--- src/rtl/muldiv_iter_pkg.sv ---
// Shared types for the iterative multiply/divide unit: op codes, FSM states and op decode.
// MULDIV_ACC_EN selects whether madd/msub ops keep their accumulate meaning.
package muldiv_iter_pkg;

  localparam int unsigned OP_W = 3;

  typedef enum logic [OP_W-1:0] {
    OP_MULT  = 3'd0,
    OP_MULTU = 3'd1,
    OP_DIV   = 3'd2,
    OP_DIVU  = 3'd3,
    OP_MADD  = 3'd4,
    OP_MADDU = 3'd5,
    OP_MSUB  = 3'd6,
    OP_MSUBU = 3'd7
  } muldiv_op_e;

  typedef enum logic [1:0] {
    ST_IDLE  = 2'd0,
    ST_CALC  = 2'd1,
    ST_FIXUP = 2'd2,
    ST_DONE  = 2'd3
  } muldiv_st_e;

  function automatic logic op_is_div(muldiv_op_e op);
    return op inside {OP_DIV, OP_DIVU};
  endfunction

  function automatic logic op_is_signed(muldiv_op_e op);
    return op inside {OP_MULT, OP_DIV, OP_MADD, OP_MSUB};
  endfunction

  // Without the accumulator the madd/msub family collapses onto plain multiplies.
  function automatic muldiv_op_e op_decode(muldiv_op_e op);
`ifdef MULDIV_ACC_EN
    return op;
`else
    case (op)
      OP_MADD, OP_MSUB:   return OP_MULT;
      OP_MADDU, OP_MSUBU: return OP_MULTU;
      default:            return op;
    endcase
`endif
  endfunction

endpackage

--- src/rtl/muldiv_iter_if.sv ---
// EX-stage request/response bundle for the multiply/divide unit.
interface muldiv_iter_if #(
  parameter int unsigned WIDTH = 32
);
  logic                               start_i;
  logic                               annul_i;
  logic [muldiv_iter_pkg::OP_W-1:0]   op_i;
  logic [WIDTH-1:0]                   op1_i;
  logic [WIDTH-1:0]                   op2_i;
  logic [2*WIDTH-1:0]                 hilo_i;
  logic [2*WIDTH-1:0]                 result_o;
  logic                               ready_o;
  logic                               busy_o;
  logic                               div0_o;

  modport master (
    output start_i, annul_i, op_i, op1_i, op2_i, hilo_i,
    input  result_o, ready_o, busy_o, div0_o
  );

  modport slave (
    input  start_i, annul_i, op_i, op1_i, op2_i, hilo_i,
    output result_o, ready_o, busy_o, div0_o
  );
endinterface

--- src/rtl/muldiv_iter_step.sv ---
// One radix-2 step: shift-add multiply or restoring divide on a {hi,lo} partial pair.
module muldiv_iter_step #(
  parameter int unsigned WIDTH = 32
) (
  input  logic             is_div,
  input  logic [WIDTH-1:0] opnd,
  input  logic [WIDTH-1:0] hi,
  input  logic [WIDTH-1:0] lo,
  output logic [WIDTH-1:0] hi_c,
  output logic [WIDTH-1:0] lo_c
);

  logic [WIDTH:0]   sum;
  logic [WIDTH:0]   rem_sh;
  logic [WIDTH-1:0] diff;
  logic             ge;

  always_comb begin
    sum    = {1'b0, hi} + (lo[0] ? {1'b0, opnd} : '0);
    rem_sh = {hi, lo[WIDTH-1]};
    ge     = rem_sh >= {1'b0, opnd};
    // When ge holds the true difference is below the divisor, so WIDTH bits suffice.
    diff   = rem_sh[WIDTH-1:0] - opnd;
    if (is_div) begin
      hi_c = ge ? diff : rem_sh[WIDTH-1:0];
      lo_c = {lo[WIDTH-2:0], ge};
    end else begin
      hi_c = sum[WIDTH:1];
      lo_c = {sum[0], lo[WIDTH-1:1]};
    end
  end

endmodule

--- src/rtl/muldiv_iter.sv ---
// Iterative multiply/divide unit for HI/LO ops, UNROLL steps per cycle, result as {hi,lo}.
// Define MULDIV_ACC_EN to build the madd/msub accumulator.
module muldiv_iter
  import muldiv_iter_pkg::*;
#(
  parameter int unsigned WIDTH  = 32,
  parameter int unsigned UNROLL = 1
) (
  input logic          clk,
  input logic          rst,
  muldiv_iter_if.slave bus
);

  localparam int unsigned N     = WIDTH / UNROLL;
  localparam int unsigned CNT_W = (N > 1) ? $clog2(N) : 1;
  localparam int unsigned RES_W = 2 * WIDTH;

  muldiv_st_e        state, state_nxt;
  logic [CNT_W-1:0]  cnt;
  muldiv_op_e        op_q;
  logic [WIDTH-1:0]  opnd_q, hi_q, lo_q, op1_q;
  logic              neg_lo_q, neg_hi_q, zero_q;
`ifdef MULDIV_ACC_EN
  logic [RES_W-1:0]  hilo_q;
`endif

  logic [RES_W-1:0]  result_q, result_nxt;
  logic              ready_q, ready_nxt, busy_q, busy_nxt, div0_q, div0_nxt;

  // Request decode and operand magnitudes
  muldiv_op_e        op_in;
  logic              in_div, in_signed, a_neg, b_neg, in_zero, start_ok;
  logic [WIDTH-1:0]  a_mag, b_mag;

  assign op_in     = op_decode(muldiv_op_e'(bus.op_i));
  assign in_div    = op_is_div(op_in);
  assign in_signed = op_is_signed(op_in);
  assign a_neg     = in_signed & bus.op1_i[WIDTH-1];
  assign b_neg     = in_signed & bus.op2_i[WIDTH-1];
  assign a_mag     = a_neg ? -bus.op1_i : bus.op1_i;
  assign b_mag     = b_neg ? -bus.op2_i : bus.op2_i;
  assign in_zero   = in_div && (bus.op2_i == '0);
  assign start_ok  = bus.start_i && !bus.annul_i;

  // Unrolled step chain
  logic             q_is_div;
  logic [WIDTH-1:0] chain_hi [UNROLL+1];
  logic [WIDTH-1:0] chain_lo [UNROLL+1];

  assign q_is_div    = op_is_div(op_q);
  assign chain_hi[0] = hi_q;
  assign chain_lo[0] = lo_q;

  for (genvar g = 0; g < UNROLL; g++) begin : g_step
    muldiv_iter_step #(.WIDTH(WIDTH)) u_step (
      .is_div (q_is_div),
      .opnd   (opnd_q),
      .hi     (chain_hi[g]),
      .lo     (chain_lo[g]),
      .hi_c   (chain_hi[g+1]),
      .lo_c   (chain_lo[g+1])
    );
  end

  // Sign correction and optional accumulate
  logic [RES_W-1:0] prod_s, acc_res, fix_res;
  logic [WIDTH-1:0] quo_s, rem_s;

  always_comb begin
    prod_s = neg_lo_q ? -{hi_q, lo_q} : {hi_q, lo_q};
    quo_s  = neg_lo_q ? -lo_q : lo_q;
    rem_s  = neg_hi_q ? -hi_q : hi_q;
    acc_res = prod_s;
`ifdef MULDIV_ACC_EN
    if (op_q inside {OP_MADD, OP_MADDU}) acc_res = hilo_q + prod_s;
    else if (op_q inside {OP_MSUB, OP_MSUBU}) acc_res = hilo_q - prod_s;
`endif
    if (zero_q)        fix_res = {op1_q, {WIDTH{1'b1}}};
    else if (q_is_div) fix_res = {rem_s, quo_s};
    else               fix_res = acc_res;
  end

  // State and registered outputs
  always_ff @(posedge clk) begin
    if (rst) begin
      state    <= ST_IDLE;
      result_q <= '0;
      ready_q  <= 1'b0;
      busy_q   <= 1'b0;
      div0_q   <= 1'b0;
    end else begin
      state    <= state_nxt;
      result_q <= result_nxt;
      ready_q  <= ready_nxt;
      busy_q   <= busy_nxt;
      div0_q   <= div0_nxt;
    end
  end

  // Next state
  always_comb begin
    state_nxt = state;
    if (bus.annul_i) begin
      state_nxt = ST_IDLE;
    end else begin
      case (state)
        ST_IDLE:  if (bus.start_i) state_nxt = in_zero ? ST_FIXUP : ST_CALC;
        ST_CALC:  if (cnt == CNT_W'(N - 1)) state_nxt = ST_FIXUP;
        ST_FIXUP: state_nxt = ST_DONE;
        ST_DONE:  if (!bus.start_i) state_nxt = ST_IDLE;
        default:  state_nxt = ST_IDLE;
      endcase
    end
  end

  // Next output values; result only changes on a completed fixup
  always_comb begin
    result_nxt = result_q;
    ready_nxt  = 1'b0;
    busy_nxt   = 1'b0;
    div0_nxt   = 1'b0;
    if (state == ST_FIXUP && state_nxt == ST_DONE) result_nxt = fix_res;
    ready_nxt = (state_nxt == ST_DONE);
    busy_nxt  = (state_nxt == ST_CALC) || (state_nxt == ST_FIXUP);
    div0_nxt  = (state_nxt == ST_DONE) && zero_q;
  end

  // Operand capture and iteration datapath
  always_ff @(posedge clk) begin
    if (rst) begin
      cnt      <= '0;
      op_q     <= OP_MULT;
      opnd_q   <= '0;
      hi_q     <= '0;
      lo_q     <= '0;
      op1_q    <= '0;
      neg_lo_q <= 1'b0;
      neg_hi_q <= 1'b0;
      zero_q   <= 1'b0;
`ifdef MULDIV_ACC_EN
      hilo_q   <= '0;
`endif
    end else begin
      case (state)
        ST_IDLE: if (start_ok) begin
          cnt      <= '0;
          op_q     <= op_in;
          opnd_q   <= in_div ? b_mag : a_mag;
          hi_q     <= '0;
          lo_q     <= in_div ? a_mag : b_mag;
          op1_q    <= bus.op1_i;
          neg_lo_q <= a_neg ^ b_neg;
          neg_hi_q <= in_div & a_neg;
          zero_q   <= in_zero;
`ifdef MULDIV_ACC_EN
          hilo_q   <= bus.hilo_i;
`endif
        end
        ST_CALC: begin
          hi_q <= chain_hi[UNROLL];
          lo_q <= chain_lo[UNROLL];
          cnt  <= cnt + CNT_W'(1);
        end
        default: ;
      endcase
    end
  end

  assign bus.result_o = result_q;
  assign bus.ready_o  = ready_q;
  assign bus.busy_o   = busy_q;
  assign bus.div0_o   = div0_q;

endmodule

--- src/flat_wrapper.sv ---
// flat-port wrapper written by rule: the top's interface ports become plain ports
module muldiv_iter_flat import muldiv_iter_pkg::*;
#(
  parameter int unsigned WIDTH  = 32,
  parameter int unsigned UNROLL = 1
)
  (clk, rst, bus_start_i, bus_annul_i, bus_op_i, bus_op1_i, bus_op2_i, bus_hilo_i, bus_result_o, bus_ready_o, bus_busy_o, bus_div0_o);
  muldiv_iter_if #(.WIDTH(WIDTH)) bus_i ();
  input logic clk;
  input logic rst;
  input wire logic [$bits(bus_i.start_i)-1:0] bus_start_i;
  input wire logic [$bits(bus_i.annul_i)-1:0] bus_annul_i;
  input wire logic [$bits(bus_i.op_i)-1:0] bus_op_i;
  input wire logic [$bits(bus_i.op1_i)-1:0] bus_op1_i;
  input wire logic [$bits(bus_i.op2_i)-1:0] bus_op2_i;
  input wire logic [$bits(bus_i.hilo_i)-1:0] bus_hilo_i;
  output wire logic [$bits(bus_i.result_o)-1:0] bus_result_o;
  output wire logic [$bits(bus_i.ready_o)-1:0] bus_ready_o;
  output wire logic [$bits(bus_i.busy_o)-1:0] bus_busy_o;
  output wire logic [$bits(bus_i.div0_o)-1:0] bus_div0_o;
  assign bus_i.start_i = bus_start_i;
  assign bus_i.annul_i = bus_annul_i;
  assign bus_i.op_i = bus_op_i;
  assign bus_i.op1_i = bus_op1_i;
  assign bus_i.op2_i = bus_op2_i;
  assign bus_i.hilo_i = bus_hilo_i;
  assign bus_result_o = bus_i.result_o;
  assign bus_ready_o = bus_i.ready_o;
  assign bus_busy_o = bus_i.busy_o;
  assign bus_div0_o = bus_i.div0_o;
  muldiv_iter #(.WIDTH(WIDTH), .UNROLL(UNROLL)) u_core (.clk(clk), .rst(rst), .bus(bus_i));
endmodule
--- config.mk ---
export PLATFORM = sky130hd
export DESIGN_NAME = muldiv_iter_flat
export DESIGN_NICKNAME = d
export VERILOG_FILES = /design/src/rtl/muldiv_iter_pkg.sv /design/src/rtl/muldiv_iter_if.sv /design/src/rtl/muldiv_iter_step.sv /design/src/rtl/muldiv_iter.sv /design/src/flat_wrapper.sv
export SDC_FILE = /design/constraint.sdc
export NUM_CORES = 1
export LEC_CHECK = 0
export BUFFER_PORTS_ARGS = -buffer_cell sky130_fd_sc_hd__buf_2
export CORE_MARGIN = 2
export CORE_UTILIZATION = 50
export DETAILED_ROUTE_END_ITERATION = 12
export GPL_TIMING_DRIVEN = 0
export PLACE_DENSITY = 0.71
export SYNTH_ARGS = -nofsm -noshare
export SYNTH_HDL_FRONTEND = slang
export SYNTH_SLANG_ARGS = --single-unit
--- constraint.sdc ---
create_clock -name clk -period 4.7 [get_ports clk]
set_clock_uncertainty 0.2 [all_clocks]
set_input_delay 0.235 -clock clk [delete_from_list [all_inputs] [get_ports clk]]
set_output_delay 0.235 -clock clk [all_outputs]
set_load 0.1 [all_outputs]
==> qor.csv, run 1 <==
metric,value,unit
outcome,"finished, final reports clean",
die_x,181,um
hold_viol_final,0,
finalSetupViolations,0,
synth_compound_area_frac,0.288,
grt_pass1_wl,98.4,mm
crit_start,u_core.lo_q[0],
grt_pass1_vias,16181,
yosys_warnings,0,
yosysSeqAreaShare,0.265,
place_area,0.0168,mm2
worstReg2RegStart,u_core.lo_q[0],
drc,0,
crit_top_cell,nor2_1,
muxShareOfSynthArea,0.0110,
synthAdderAreaFrac,0.0593,
layout_commonest_cell,nand2_1,
clock-sinks,207,
synthToLayoutAreaGrowth,15.7,%
num_rows,64,
ir_drop,0.276,mV
worstPathArrival,4810,ps
relSlewSlack,0.201,
p_clk_frac,0.404,
dp_hpwl,52.2,mm
fillCellCount,2881,
maxCapViolCount,0,
num_vias,17758,
crit_path_top_delay_cell,dfxtp_1,
synth_area,0.0157,mm2
min_period_over_period,0.976,
seqPwrFrac,0.367,
clk_path_buf_depth,3,
clk_latency,540,ps
core_area,0.0307,mm2
avgSynthCellArea,7.30,um2
placedCellCount,2675,
cp.required,4920,ps
initial_core_util,0.510,
die_height,181,um
worst-path-buf-inv,3,
ys_async_sr_fraction,0,
gr-usage-all-layers,0.393,
synth_ff_type,dfxtp_1,
dr.pass1.iters,6,
grt-ovfl-total,0,
cts_root_buf,clkbuf_16,
fin_ws,112,ps
synth_edf_count,0,
ant_nets,0,
postLayoutCellArea,0.0181,mm2
leakagePower,7.29,nW
worst-r2r-setup-slack,110,ps
routed_wl,66.9,mm
hold_class,input port to register,
holdWs,30.5,ps
cts_buffers,25,
p_comb_frac,0.229,
start_kind,register,
diodes,0,
grt_max_degree,14,
path_clk_slew,70,ps
synth-simple-area-share,0.222,
nets,2555,
drive_above_1_share,0.0981,
crit_fanout,10,
io_buffers,136,
synth_nets,2351,
routed_via_density,6.43,
preCtsSetupSlack,-162,ps
min-delay-start,bus_op2_i[8],
crit_family,compound AO/OA/AOI/OAI gates,
fin_crit,4590,ps
max_slew.worst_pin.slew,1200,ps
crit_chain,"inv_1, clkbuf_2, nor2_1, ha_1, buf_2, nand4_1, or2_0, a2111oi_0, nor2_1, a211o_1, a21oi_1, o211ai_1, a31oi_1, or3b_1",
critPathMaxStageDelay,710,ps
final.setup.tns,0,ps
fmax,0.218,GHz
crit_type,register to register,
cp-end-kind,register,
drt-initial-drc-count,2247,
most-common-layout-cells,"326 x nand2_1, 211 x nor2_1, 207 x dfxtp_1",
stdcell_count,2762,
synth_top_family_by_area,compound AO/OA/AOI/OAI gates,
pin_count,202,
power.density,282,mW/mm2
finalMaxSlewViolations,0,
syn_inst,2143,
fp.dieArea,0.0327,mm2
wl_per_cell,24.2,um
yosysUniqueCellTypes,81,
gp_congestion,1.04,
synth-xor-area-share,0.0918,
switching_share,0.328,
synth-seq-cells,207,
cts_max_level,1,
p_sw,1.67,mW
rsz0062_at_grt,false,
antenna_found_initial,0,
p_int,3.43,mW
cts_tree,done,
[tightest hold or removal path, stage by stage]
cell and delay, ps:
buf_2 110, xor2_1 80, nand2_1 60, o211ai_1 90, a21oi_1 140
[cells in the mapped netlist, types with 12 or more instances]
cell	n	area [um2]
or4_1	12	90.1
nand2_1	326	1220
and3_1	17	106
a21o_1	24	180
a31oi_1	23	144
buf_1	13	48.8
mux2i_1	16	160
o21ai_0	107	536
nor3_1	59	295
inv_1	70	263
nor4_1	12	75.1
o31ai_1	36	270
nand3_1	30	150
nor2_1	212	796
nand4_1	13	81.3
clkbuf_1	115	432
xor2_1	61	534
a21oi_1	206	1030
o22ai_1	29	181
a211oi_1	63	473
or3_1	16	100
a311oi_1	30	263
dfxtp_1	207	4140
nand2b_1	17	106
o211ai_1	54	405
xnor2_1	103	902
ha_1	71	888
o21bai_1	13	97.6
[cells by family (layout without fill, tap and decap cells)]
family          after synthesis  in the layout
compound gates              692            692
xor+xnor                    164            164
fa+ha+maj                    73             73
buf+inv                     222            445
flops                       207            207
mux                          17             17
simple gates                768            768
[power groups by stage]
stage | Clock, mW | Sequential (mW) | Combinational [mW]
final | 2.06 | 1.87 | 1.17
after global routing | 2.14 | 1.87 | 1.24
after CTS | 2.06 | 1.86 | 1.13
after detailed placement | 0 | 1.90 | 1.09
after global placement | 0 | 1.90 | 1.08
after floorplan | 0 | 1.88 | 0.715
[worst paths after layout]
kind                                                end  cells past startpoint
worst max-delay path                    u_core.hi_q[29]                     14
worst min-delay path                   u_core.opnd_q[8]                      5
worst max register to register          u_core.hi_q[29]                     14
worst min register to register  u_core.bus.result_o[32]                      2
[what timing repair did]
action | CTS | global route
endpoints found under the setup margin | 0 | 46
hold endpoints to repair | 42 | 0
hold buffers | 42 | 0
gates resized for setup | 0 | 13
setup buffers | 0 | 0
[per-stage QoR]
step	util	power, mW
floorplan	-	2.60
global placement	0.549	2.98
detailed placement	0.549	2.99
CTS	0.590	5.05
global route	0.591	5.25
finish	0.591	5.10
[area by class of cell]
class | count | area [um2] | area share
Buffer | 151 | 731 | 0.0403
Clock buffer | 35 | 713 | 0.0394
Clock inverter | 11 | 145 | 0.00801
Inverter | 70 | 263 | 0.0145
Multi-Input combinational cell | 1714 | 10500 | 0.581
Sequential cell | 207 | 4140 | 0.229
Tap cell | 396 | 495 | 0.0274
Timing Repair Buffer | 178 | 1100 | 0.0608
[flip-flops by register name, summed over array words and instances, names as in the netlist]
register / cells
u_core.op1_q: 32
u_core.zero_q: 1
u_core.op_q: 2
u_core.hi_q: 32
u_core.bus.div0_o: 1
u_core.bus.ready_o: 1
u_core.cnt: 5
u_core.neg_lo_q: 1
u_core.neg_hi_q: 1
u_core.bus.result_o: 64
u_core.state: 2
u_core.opnd_q: 32
u_core.lo_q: 32
u_core.bus.busy_o: 1
[metal layers]
layer | track usage | share of wire | vias up
met2 | 0.591 | 0.42 | 1092
met1 | 0.547 | 0.42 | 8343
met3 | 0.0724 | 0.11 | 162
met4 | 0.172 | 0.050 | 0
li1 | - | - | 8161
met5 | 0 | 0 | -
No activity file was read; power rests on OpenSTA's default activity.
==> run 2: changes to the inputs <==
--- a/config.mk
+++ b/config.mk
@@ -7,4 +7,5 @@
 export LEC_CHECK = 0
 export BUFFER_PORTS_ARGS = -buffer_cell sky130_fd_sc_hd__buf_2
+export CORE_ASPECT_RATIO = 2
 export CORE_MARGIN = 2
 export CORE_UTILIZATION = 50
==> constraint.sdc (replaced) <==
create_clock -name clk -period 4.7 [get_ports clk]
set_clock_uncertainty 0.2 [all_clocks]
set_input_delay 0.47 -clock clk [delete_from_list [all_inputs] [get_ports clk]]
set_output_delay 0.47 -clock clk [all_outputs]
set_load 0.1 [all_outputs]
==> run 2 against run 1 <==
The flow now finishes with violations (negative setup slack). Clock-buffer cell count down 8. Via count down 0.65%. Sequential share of layout area up 0.70 points. First-iteration DRC count down 46%. Sequential cell count unchanged. Setup slack worse by 170 ps. Largest cell class unchanged. Highest routed layer unchanged.
==> qor.csv, run 2 (synthesis gave the netlist of run 1 again) <==
metric,value,unit
outcome,"complete, but fails checks",
failed_checks,negative setup slack,
worstPathArrival,5010,ps
wl_per_cell,27.1,um
max_slew.worst_pin.slew,1470,ps
crit_chain,"buf_2, or4_1, nor4_2, nand2_1, and4b_1, a21oi_1, nor2_1, a221oi_1, nor2_1, ha_1, nand2_1, nor2_2, clkbuf_2, buf_1, o21ai_0, nor2_1",
rsz0062_at_grt,false,
cts_max_level,1,
layout_commonest_cell,nand2_1,
min_period_over_period,1.01,
cts_root_buf,clkbuf_16,
crit_family,simple AND/OR/NAND/NOR gates,
fmax,0.210,GHz
finalMaxSlewViolations,0,
r2r_end,u_core.hi_q[29],
start_kind,input port,
die_height,254,um
crit_top_cell,nor2_1,
place_area,0.0169,mm2
fillCellCount,3083,
critPathMaxStageDelay,680,ps
pin_count,202,
synthToLayoutAreaGrowth,12.3,%
maxCapViolCount,0,
fp.dieArea,0.0328,mm2
initial_core_util,0.507,
final.setup.tns,-95.6,ps
clk_latency,550,ps
crit_fanout,10,
ant_nets,0,
hold_path_end,u_core.op1_q[26],
grt_max_degree,15,
routed_via_density,6.46,
gp_congestion,1.07,
leakagePower,7.02,nW
grt_pass1_wl,107,mm
relSlewSlack,0.0194,
path_clk_slew,70,ps
io_buffers,136,
r2r_cells,14,
dp_hpwl,59.8,mm
cp-end-kind,register,
dr.pass1.iters,6,
die_x,129,um
worst-path-buf-inv,3,
num_vias,17643,
crit_type,input port to register,
grt_pass1_vias,17652,
largest_register_ffs,64,
min-delay-start,bus_op1_i[26],
core_area,0.0309,mm2
cts_buffers,21,
worst-r2r-setup-slack,80,ps
most-common-layout-cells,"326 x nand2_1, 211 x nor2_1, 207 x dfxtp_1",
worstReg2RegStart,u_core.lo_q[0],
routed_wl,74.1,mm
hold_class,input port to register,
clock-sinks,207,
clk_path_buf_depth,3,
fin_ws,-54.9,ps
antenna_found_initial,1,
finalSetupViolations,3,
gr-usage-all-layers,0.444,
grt-ovfl-total,0,
hold_viol_final,0,
crit_path_top_delay_cell,buf_1,
cts_tree,done,
cp.required,4950,ps
drive_above_1_share,0.0968,
power.density,273,mW/mm2
num_rows,91,
ir_drop,0.251,mV
postLayoutCellArea,0.0176,mm2
hold_depth,3,
drt-initial-drc-count,1212,
fin_crit,4750,ps
drc,0,
nets,2509,
[run 2: what timing repair did]
action | in CTS | in global routing
cloned | 0 | 0
setup buffers | 0 | 0
resized for setup | 4 | 3
hold buffers | 1 | 0
hold endpoints to repair | 2 | 0
setup endpoints to repair | 26 | 32
[run 2: routing by layer]
layer,wire length (um),up-vias,global-route usage
li1,-,8048,-
met1,22000,8228,0.373
met2,37300,918,0.795
met3,4680,449,0.0942
met4,10100,0,0.492
met5,0,-,0.00155
[run 2: area by class of cell]
type,count,area (um2),area share
multi-input cells,1714,10500,0.599
flip-flops and latches,207,4140,0.236
plain buffers,150,723,0.0411
repair buffers,137,691,0.0393
clock buffers,27,588,0.0335
well taps,418,523,0.0298
inverters,70,263,0.0149
clock inverters,9,110,0.00626
diodes,1,2.50,0.000142
[run 2: metrics by stage]
stage	power (mW)	worst slack (ps)	std cells	hold WS (ps)	util
floorplan	2.60	826	2143	229	-
global placement	2.99	-1140	2697	241	0.546
detailed placement	3.00	-1230	2697	246	0.546
CTS	4.76	34.3	2734	3.24	0.570
global route	4.93	4.00	2732	31.7	0.570
finish	4.81	-54.9	2733	20.1	0.570
[run 2: worst max path at each step]
stage                              start                      end  cells after the start
after floorplan            bus_op2_i[13]  u_core.bus.result_o[50]                     15
after global placement     bus_op2_i[24]  u_core.bus.result_o[32]                     16
after detailed placement   bus_op2_i[24]  u_core.bus.result_o[32]                     16
after CTS                 u_core.lo_q[0]          u_core.hi_q[29]                     15
after global routing      u_core.lo_q[0]          u_core.hi_q[29]                     14
final                      bus_op2_i[24]  u_core.bus.result_o[36]                     16
[run 2: report_power, final]
| part | internal (mW) | switching [mW] | leakage, nW |
|---|---|---|---|
| Sequential | 1.81 | 0.0584 | 1.68 |
| Clock | 0.996 | 0.797 | 0.335 |
| Combinational | 0.368 | 0.777 | 5.00 |
[run 2: worst min-delay path, cell delays in order]
cell and delay (ps):
buf_2 130, nand2_1 60, a21oi_1 60
